<file path="src/rtl/sprite_pkg.sv">
// Shared definitions for the sprite loader: default sprite geometry, byte type
// and the loader state encoding.
package sprite_pkg;
    localparam int DEF_WIDTH  = 12;
    localparam int DEF_HEIGHT = 12;
    localparam int DEF_N      = DEF_WIDTH * DEF_HEIGHT;

    typedef logic [7:0] byte_t;

    typedef enum logic [1:0] {
        IDLE,
        DRAIN,
        PAUSE
    } state_t;
endpackage

</file>
<file path="src/rtl/byte_fifo.sv">
// Small synchronous byte FIFO with wrap-bit pointers; DEPTH must be a power of two.
// A push while full is dropped unless a pop frees the slot in the same cycle.
module byte_fifo
    import sprite_pkg::*;
#(
    parameter int DEPTH = 4
) (
    input  logic  clk_i,
    input  logic  rst_ni,
    input  logic  push_i,
    input  logic  pop_i,
    input  byte_t data_i,
    output byte_t data_o,
    output logic  full_o,
    output logic  empty_o
);
    localparam int AW = $clog2(DEPTH);

    byte_t       r_mem [DEPTH];
    logic [AW:0] r_wr_ptr;
    logic [AW:0] r_rd_ptr;
    logic        w_do_push;
    logic        w_do_pop;

    assign empty_o   = (r_wr_ptr == r_rd_ptr);
    assign full_o    = (r_wr_ptr[AW] != r_rd_ptr[AW]) &&
                       (r_wr_ptr[AW-1:0] == r_rd_ptr[AW-1:0]);
    assign w_do_pop  = pop_i & ~empty_o;
    assign w_do_push = push_i & (~full_o | w_do_pop);
    assign data_o    = r_mem[r_rd_ptr[AW-1:0]];

    // NOTE: the storage array has no reset; only the pointers define which entries are valid.
    always_ff @(posedge clk_i) begin
        if (w_do_push) begin
            r_mem[r_wr_ptr[AW-1:0]] <= data_i;
        end
    end

    always_ff @(posedge clk_i or negedge rst_ni) begin
        if (!rst_ni) begin
            r_wr_ptr <= '0;
            r_rd_ptr <= '0;
        end else begin
            if (w_do_push) r_wr_ptr <= r_wr_ptr + 1'b1;
            if (w_do_pop)  r_rd_ptr <= r_rd_ptr + 1'b1;
        end
    end
endmodule

</file>
<file path="src/rtl/sprite_loader.sv">
// Sprite loader: receives a sprite bitmap over SPI and inserts it bit-serially into
// the sprite shift-register store during vblank; otherwise forwards renderer shifts.
module sprite_loader
    import sprite_pkg::*;
#(
    parameter int WIDTH      = DEF_WIDTH,
    parameter int HEIGHT     = DEF_HEIGHT,
    parameter int FIFO_DEPTH = 4
) (
    input  logic clk_i,
    input  logic rst_ni,
    input  logic spi_sclk_i,
    input  logic spi_mosi_i,
    input  logic spi_cs_ni,
    input  logic vblank_i,
    input  logic render_shift_i,
    output logic shift_o,
    output logic load_o,
    output logic data_o,
    output logic busy_o,
    output logic done_o,
    output logic overflow_o,
    output logic frame_err_o
);
    localparam int NBITS = WIDTH * HEIGHT;
    localparam int INS_W = $clog2(NBITS);
    localparam int TXN_W = $clog2(NBITS + 1) + 1;
    localparam logic [TXN_W-1:0] TXN_MAX   = '1;
    localparam logic [TXN_W-1:0] TXN_FRAME = TXN_W'(NBITS);
    localparam logic [INS_W-1:0] INS_LAST  = INS_W'(NBITS - 1);

    logic [1:0]       r_sclk_sync;
    logic [1:0]       r_mosi_sync;
    logic [1:0]       r_cs_sync;
    logic             r_sclk_d;
    logic             r_cs_d;
    logic             r_in_txn;
    logic [2:0]       r_rx_bits;
    logic [6:0]       r_rx_shift;
    logic [TXN_W-1:0] r_txn_cnt;
    logic             r_overflow;
    logic             r_frame_err;

    logic [2:0]       r_drain_bit;
    logic [INS_W-1:0] r_ins_cnt;
    state_t           r_state;

    logic  w_sclk_rise;
    logic  w_cs_fall;
    logic  w_cs_rise;
    logic  w_bit_take;
    logic  w_byte_done;
    byte_t w_rx_byte;
    byte_t w_head;
    logic  w_full;
    logic  w_empty;
    logic  w_drain;
    logic  w_pop;
    logic  w_ins_wrap;

    assign w_sclk_rise = r_sclk_sync[1] & ~r_sclk_d;
    assign w_cs_fall   = r_cs_d & ~r_cs_sync[1];
    assign w_cs_rise   = ~r_cs_d & r_cs_sync[1];
    // Only count bits inside a transaction whose falling CS edge was seen, so that
    // synchronizers settling after reset cannot fake a bit or a frame error.
    assign w_bit_take  = w_sclk_rise & ~r_cs_sync[1] & r_in_txn;
    assign w_byte_done = w_bit_take & (r_rx_bits == 3'd7);
    assign w_rx_byte   = {r_rx_shift, r_mosi_sync[1]};

    always_ff @(posedge clk_i or negedge rst_ni) begin
        if (!rst_ni) begin
            r_sclk_sync <= '0;
            r_mosi_sync <= '0;
            r_cs_sync   <= '0;
            r_sclk_d    <= 1'b0;
            r_cs_d      <= 1'b0;
            r_in_txn    <= 1'b0;
            r_rx_bits   <= '0;
            r_rx_shift  <= '0;
            r_txn_cnt   <= '0;
            r_overflow  <= 1'b0;
            r_frame_err <= 1'b0;
        end else begin
            r_sclk_sync <= {r_sclk_sync[0], spi_sclk_i};
            r_mosi_sync <= {r_mosi_sync[0], spi_mosi_i};
            r_cs_sync   <= {r_cs_sync[0], spi_cs_ni};
            r_sclk_d    <= r_sclk_sync[1];
            r_cs_d      <= r_cs_sync[1];
            if (w_cs_fall) begin
                r_in_txn  <= 1'b1;
                r_txn_cnt <= '0;
                r_rx_bits <= '0;
            end else if (w_cs_rise) begin
                if (r_in_txn && (r_txn_cnt != TXN_FRAME || r_rx_bits != 3'd0)) begin
                    r_frame_err <= 1'b1;
                end
                r_in_txn  <= 1'b0;
                r_rx_bits <= '0;
            end else if (w_bit_take) begin
                r_rx_shift <= w_rx_byte[6:0];
                r_rx_bits  <= r_rx_bits + 3'd1;
                if (r_txn_cnt != TXN_MAX) r_txn_cnt <= r_txn_cnt + 1'b1;
                if (w_byte_done && w_full && !w_pop) r_overflow <= 1'b1;
            end
        end
    end

    byte_fifo #(
        .DEPTH (FIFO_DEPTH)
    ) u_fifo (
        .clk_i   (clk_i),
        .rst_ni  (rst_ni),
        .push_i  (w_byte_done),
        .pop_i   (w_pop),
        .data_i  (w_rx_byte),
        .data_o  (w_head),
        .full_o  (w_full),
        .empty_o (w_empty)
    );

    assign w_drain    = vblank_i & ~w_empty;
    assign w_pop      = w_drain & (r_drain_bit == 3'd7);
    assign w_ins_wrap = w_drain & (r_ins_cnt == INS_LAST);

    always_ff @(posedge clk_i or negedge rst_ni) begin
        if (!rst_ni) begin
            r_drain_bit <= '0;
            r_ins_cnt   <= '0;
            r_state     <= IDLE;
        end else begin
            if (w_drain) begin
                r_drain_bit <= r_drain_bit + 3'd1;
                r_ins_cnt   <= w_ins_wrap ? '0 : r_ins_cnt + 1'b1;
            end
            unique case (r_state)
                IDLE, PAUSE: if (w_drain) r_state <= w_ins_wrap ? IDLE : DRAIN;
                DRAIN: begin
                    if (w_ins_wrap)    r_state <= IDLE;
                    else if (!w_drain) r_state <= PAUSE;
                end
                default: r_state <= IDLE;
            endcase
        end
    end

    // Gating the pass-through with reset keeps every output low during reset.
    assign shift_o     = w_drain | (render_shift_i & rst_ni);
    assign load_o      = w_drain;
    assign data_o      = w_drain & w_head[3'd7 - r_drain_bit];
    assign done_o      = w_ins_wrap;
    assign busy_o      = (r_state != IDLE) | ~w_empty;
    assign overflow_o  = r_overflow;
    assign frame_err_o = r_frame_err;
endmodule

</file>
<file path="config.mk">
export PLATFORM = sky130hd
export DESIGN_NAME = sprite_loader
export DESIGN_NICKNAME = d
export VERILOG_FILES = /design/src/rtl/sprite_pkg.sv /design/src/rtl/byte_fifo.sv /design/src/rtl/sprite_loader.sv
export SDC_FILE = /design/constraint.sdc
export NUM_CORES = 1
export LEC_CHECK = 0
export CAP_MARGIN = 20
export CORE_UTILIZATION = 35
export DETAILED_ROUTE_END_ITERATION = 8
export PLACE_DENSITY = 0.49
export SLEW_MARGIN = 10
export SYNTH_ARGS = -nofsm -noshare
export SYNTH_HDL_FRONTEND = slang
export SYNTH_HIERARCHICAL = 1
export SYNTH_SLANG_ARGS = --single-unit
export TNS_END_PERCENT = 50
</file>
<file path="constraint.sdc">
create_clock -name clk_i -period 4.3 [get_ports clk_i]
set_input_delay 1.075 -clock clk_i [delete_from_list [all_inputs] [get_ports clk_i]]
set_output_delay 1.075 -clock clk_i [all_outputs]
set_load 0.005 [all_outputs]
</file>
==> flow_summary_export.csv <==
group,metric,value,unit
status,outcome,"finished, final reports clean",
clock_tree,clk_pin_slew,0.08,ns
timing,fin_skew,0.0187,ns
synth,synth_common_cells,"49 x dfrtp_1, 33 x nand2_1, 32 x edfxtp_1",
detailed_routing,drt_iter0_markers,93,
cells_and_area,area_growth,12.9,%
pwr,intPower,0.00150,W
clock_tree,cts_resized,0,
cells_and_area,antennaDiodeCount,0,
synth,synth_seq_area_share,0.584,
worst_setup_path,start_kind,"flop",
die,ios,14,
cells_and_area,seq_area,2190,sq um
synth,synth_seq_cells,81,
global_route,grt_pass1_vias,2327,
synth,synth_flop_cell,"dfrtp_1",
min_path,worstHoldPathType,"reg -> reg",
detailed_routing,drt_pass1_iterations,4,
timing,holdWs,0.354,ns
die,die_y,105,um
timing,setup_viol,0,
clock_tree,cts_tree,"yes",
worst_setup_path,cp_max_fo,11,
synth,post-synth-top-count-cell,"dfrtp_1",
synth,synth_top_cell_by_area,"dfrtp_1",
flow_run,cap_viol_max_count,0,
detailed_routing,wl,7.01,mm
synth,syn_avg_cell_area,13.3,sq um
worst_setup_path,cp.arrival,2.84,ns
synth,syn_area,3750,sq um
global_route,antenna_found_initial,0,
pwr,peakVddDrop,0.209,mV
worst_setup_path,worstPathCellList,"xor2_1 -> or2_2 -> nor2_1 -> nand2b_1 -> inv_1 -> clkdlybuf4s50_1",
global_route,track_usage,0.141,
detailed_routing,wl_per_cell,15.9,um
clock_tree,clk_latency,0.36,ns
synth,synth_edf_count,32,
pwr,power_frac_clock,0.274,
synth,ys_warn_count,6,
cells_and_area,multi_input_area,1460,sq um
clock_tree,cts.sinks,81,
cells_and_area,design_area,4230,sq um
place,dp_hpwl,4.72,mm
synth,async_reset_ff_frac,0.605,
die,core.rowCount,37,
timing,fmax,256,MHz
place,placement.cell_area,4020,sq um
timing,finalHoldViolCount,0,
clock_tree,cts_max_path_buffers,2,
pwr,switching_share,0.306,
synth,synth_top_area_frac,0.327,
worst_setup_path,crit_path_end_kind,"output pin",
pwr,share_comb_of_total_power,0.258,
clock_tree,cts_setup_buffers,0,
worst_setup_path,cp_data_required_time,3.22,ns
pwr,power.sequential.fraction,0.467,
detailed_routing,remaining_drc_errors,0,
pwr,p_per_area,509,nW/um^2
die,fp.dieArea,11100,sq um
timing,rsz0062_at_grt,"no",
place,port_buffers,13,
synth,postSynthCellCount,282,
timing,fin_crit_sh,0.910,
pwr,power.switching,0.000658,W
cells_and_area,num-fill-cells,1000,
detailed_routing,vias,2263,
timing,tightest_slew,0.642,ns
timing,period_needed,3.91,ns
pwr,p_leak,1.78,nW
timing,maxSlewHeadroom,0.572,
synth,ys_types,58,
detailed_routing,vias_per_cell,5.13,
cells_and_area,fin_nets,323,
global_route,gr-total-overflow,0,
clock_tree,h-tree-depth,3,
place,gp_congestion,0.725,
worst_setup_path,critical_path.top_delay_family,"simple AND/OR/NAND/NOR gates",
clock_tree,cts-buffers-inserted,9,
die,initial_core_util,0.361,
die,die_w,105,um
global_route,grt_max_degree,50,
clock_tree,hold_buffers,0,
clock_tree,clockRootBuffer,"clkbuf_8",
timing,fin_setup_tns,0,ns
synth,syn_nets,305,
die,coreArea,10400,sq um
detailed_routing,drtAntennaViolNets,0,
worst_setup_path,critPathKind,"reg -> out",
cells_and_area,utilization,0.408,
global_route,grtUsageMet2,0.218,
global_route,met3_usage,0.0377,
synth,synth_area_leaders,"dfrtp_1 33%, edfxtp_1 26%, mux4_2 6.0%",
global_route,globalRoute.busiestLayer,"met2",
global_route,met1_usage,0.190,
cells_and_area,layout-drive-gt1-share,0.151,
timing,maxSlewViolCount,0,
worst_setup_path,crit_slowest_cell,"dfrtp_1",
worst_setup_path,crit_buf_inv,2,
worst_setup_path,slowest_delay,0.56,ns
global_route,grt_pass1_wl,12.0,mm
==> per-stage QoR <==
| step | worst slack, ns | instances | power (W) |
|---|---|---|---|
| finish | 0.388 | 441 | 0.00215 |
| global placement | 0.565 | 425 | 0.00158 |
| floorplan | 1.24 | 282 | 0.00142 |
| detailed placement | 0.545 | 425 | 0.00159 |
| CTS | 0.353 | 441 | 0.00219 |
| global route | 0.168 | 441 | 0.00230 |
==> sequential cells by signal, indices dropped and copies added, names as in the netlist <==
register         count
frame_err_o          1
overflow_o           1
r_cs_d               1
r_cs_sync            2
r_drain_bit          3
r_in_txn             1
r_ins_cnt            8
r_mosi_sync          2
r_rx_bits            3
r_rx_shift           7
r_sclk_d             1
r_sclk_sync          2
r_state              2
r_txn_cnt            9
u_fifo/r_mem        32
u_fifo/r_rd_ptr      3
u_fifo/r_wr_ptr      3
==> layer usage <==
metal	vias to the layer above	routed length, um
li1	1097	-
met1	1124	3430
met2	30	3250
met3	12	228
met4	0	108
met5	-	0
==> layout by cell type, fill, tap and decap left out, types with 2 or more instances in the layout <==
cell,count
a31o_2,3
inv_1,14
nand2b_1,2
o41ai_1,3
nand3b_1,2
and3_1,4
nand3_1,4
nand4b_1,3
clkbuf_8,9
o311ai_0,5
mux4_2,10
o21ai_0,3
xnor2_1,6
or4_1,5
o211ai_1,4
or2_2,2
nand2_1,33
clkinv_4,2
and2_1,2
o31ai_1,4
nand4_1,5
and4_1,2
edfxtp_1,32
buf_4,3
o211a_1,2
clkdlybuf4s50_1,12
nor3_1,3
dfrtp_1,49
ha_1,16
nor2_1,11
a31oi_1,2
xor2_1,4
or3_1,4
mux2i_1,2
mux2_2,9
==> cells by family (layout without fill, tap and decap cells) <==
kind of cell / count (synthesis) / in the layout / share of synthesized area
compound gates: 37 / 37 / 0.0808
flops: 81 / 81 / 0.584
fa+ha+maj: 16 / 16 / 0.0534
simple gates: 93 / 93 / 0.136
xor+xnor: 10 / 10 / 0.0234
mux: 22 / 22 / 0.0955
buf+inv: 23 / 46 / 0.0270
==> power by group through the flow <==
stage	Clock (W)	Combinational, W	Sequential, W
2_1_floorplan	0	0.000434	0.000983
3_3_place_gp	0	0.000557	0.00102
3_5_place_dp	0	0.000565	0.00102
4_1_cts	0.000620	0.000566	0.00101
5_1_grt	0.000647	0.000629	0.00103
6_report	0.000591	0.000557	0.00101
==> layout make-up <==
class | instances | share of cell area
sequential | 81 | 0.517
multi-input combinational | 178 | 0.345
tap | 136 | 0.0402
clock buffer | 11 | 0.0361
timing repair buffer | 16 | 0.0349
clock inverter | 5 | 0.0145
inverter | 14 | 0.0124
==> worst paths after layout <==
check | start | end | slack [ns] | depth (start not counted)
hold reg to reg | r_mosi_sync[0]$_DFF_PN0_ | r_mosi_sync[1]$_DFF_PN0_ | 0.35 | 0
setup reg to reg | u_fifo/r_rd_ptr[1]$_DFFE_PN0P_ | u_fifo/r_mem[1][5]$_DFFE_PP_ | 0.76 | 9
max in group asynchronous | rst_ni | r_txn_cnt[0]$_DFFE_PN0P_ | 3.02 | 2
setup / recovery | u_fifo/r_rd_ptr[1]$_DFFE_PN0P_ | load_o | 0.39 | 6
min in group asynchronous | rst_ni | r_drain_bit[1]$_DFFE_PN0P_ | 0.84 | 2
hold / removal | r_mosi_sync[0]$_DFF_PN0_ | r_mosi_sync[1]$_DFF_PN0_ | 0.35 | 0
No activity file was read; power rests on OpenSTA's default activity.
==> variant (same flow settings) <==
Encoding of `state_t`: now one-hot (3 bits for 3 states).
--- a/src/rtl/sprite_pkg.sv
+++ b/src/rtl/sprite_pkg.sv
@@ -9,6 +9,6 @@
 
-    typedef enum logic [1:0] {
-        IDLE,
-        DRAIN,
-        PAUSE
+    typedef enum logic [2:0] {
+        IDLE  = 3'b001,
+        DRAIN = 3'b010,
+        PAUSE = 3'b100
     } state_t;
Function: no difference found for any inputs over 10 cycles, from zero or initial values and one cycle with rst_ni low; not proved beyond that.
==> variant against the original RTL <==
Cell area increased by 1.6%; worst setup slack got worse by 0.027 ns; synthesized cell count increased by 4.3%; sequential share of layout area decreased by 0.22 points; synthesized area increased by 2.6%; die area increased by 2.5%; clock power decreased by 3.7%; wire length increased by 2.4%; sequential cell count increased by 1; count of clock-buffer cells in the layout decreased by 2; power increased by 0.14%; hold slack improved by 0.00056 ns; critical endpoint unchanged; largest power group unchanged.
==> variant: results (changes against the original RTL) <==
status:
  outcome: "finished clean"
synthesis:
  synth_cells: 294  # +4.3%
  avgSynthCellArea_um2: 13.1  # -1.6%
  synthTopCellsByCount: "49 x dfrtp_1, 40 x nand2_1, 32 x edfxtp_1, 16 x ha_1, 16 x inv_1"
  async_reset_ff_share_pct: 61.0  # +0.48 points
  syn_nets: 317  # +3.9%
  ys_top_cells_by_area: "dfrtp_1 32%, edfxtp_1 25%, mux4_2 5.9%, ha_1 5.2%, nand2_1 3.9%"
final_layout:
  flops_and_latches: 82  # +1.2%
  clockBufferCount: 9  # -2
  num-nonclk-inverters: 17  # +3
  fillCellCount: 1046  # +4.6%
  drive_gt1_share_pct: 16.1  # +1.0 points
  nets: 335  # +3.7%
  clock_area_share_pct: 4.69  # -0.37 points
sta:
  finalClockSkew_ns: 0.0104  # -0.00834 ns
  hold_ws_ns: 0.355  # +0.000556 ns
  min_period_over_period_pct: 91.6  # +0.62 points
  maxSlewHeadroom_pct: 56.0  # -1.2 points
hold_path:
  min_to: "r_cs_sync[1]"
  hp-start: "r_cs_sync[0]"
setup_path:
  cp_data_arrival_time_ns: 2.86  # +0.02 ns
  r2r_end: "u_fifo/r_mem[1][4]"
placed_design:
  pre_cts_slack_ns: 0.466  # -0.0792 ns
  placed_cells: 437  # +2.8%
global_routing:
  grtUsageTotal_pct: 14.0  # -0.088 points
  grt_start_max_net_pins: 51  # +2.0%
power_and_ir_drop:
  ir_drop_mv: 0.228  # +9.3%
detailed_routing:
  viasPerCell: 5.21  # +1.4%
  routed_wl_um: 7180  # +2.4%
-- variant: changes by cell type in the layout (fill, tap and decap cells not counted), moves of 3 or more --
| cell | unedited run | this run |
|---|---|---|
| nand2_1 | 33 | 40 |
| nand3_1 | 4 | 7 |
| nand4_1 | 5 | 1 |
| o21ai_0 | 3 | 7 |
| o311ai_0 | 5 | 9 |
-- variant: where the power goes --
group	internal [µW]	total, µW	switching [µW]
Combinational	305	568	263
Sequential	905	1020	115
Clock	273	569	296
Total	1480	2160	673
-- variant: cell families after synthesis --
group	after synthesis	share of synthesized area, %
XOR/XNOR	10	2.28
flip-flops	82	57.6
buffers and inverters	26	3.32
AO/OA/AOI/OAI	39	8.14
AND/OR/NAND/NOR	99	14.2
adder cells (fa/ha/maj)	16	5.21
multiplexers	22	9.31
-- variant: routing by layer --
metal / up-vias / track usage, % / routed length (µm)
met5: - / 0 / 0
met4: 0 / 4.40 / 88
met3: 7 / 3.89 / 193
met2: 30 / 21.5 / 3360
met1: 1184 / 19.3 / 3530
li1: 1137 / - / -
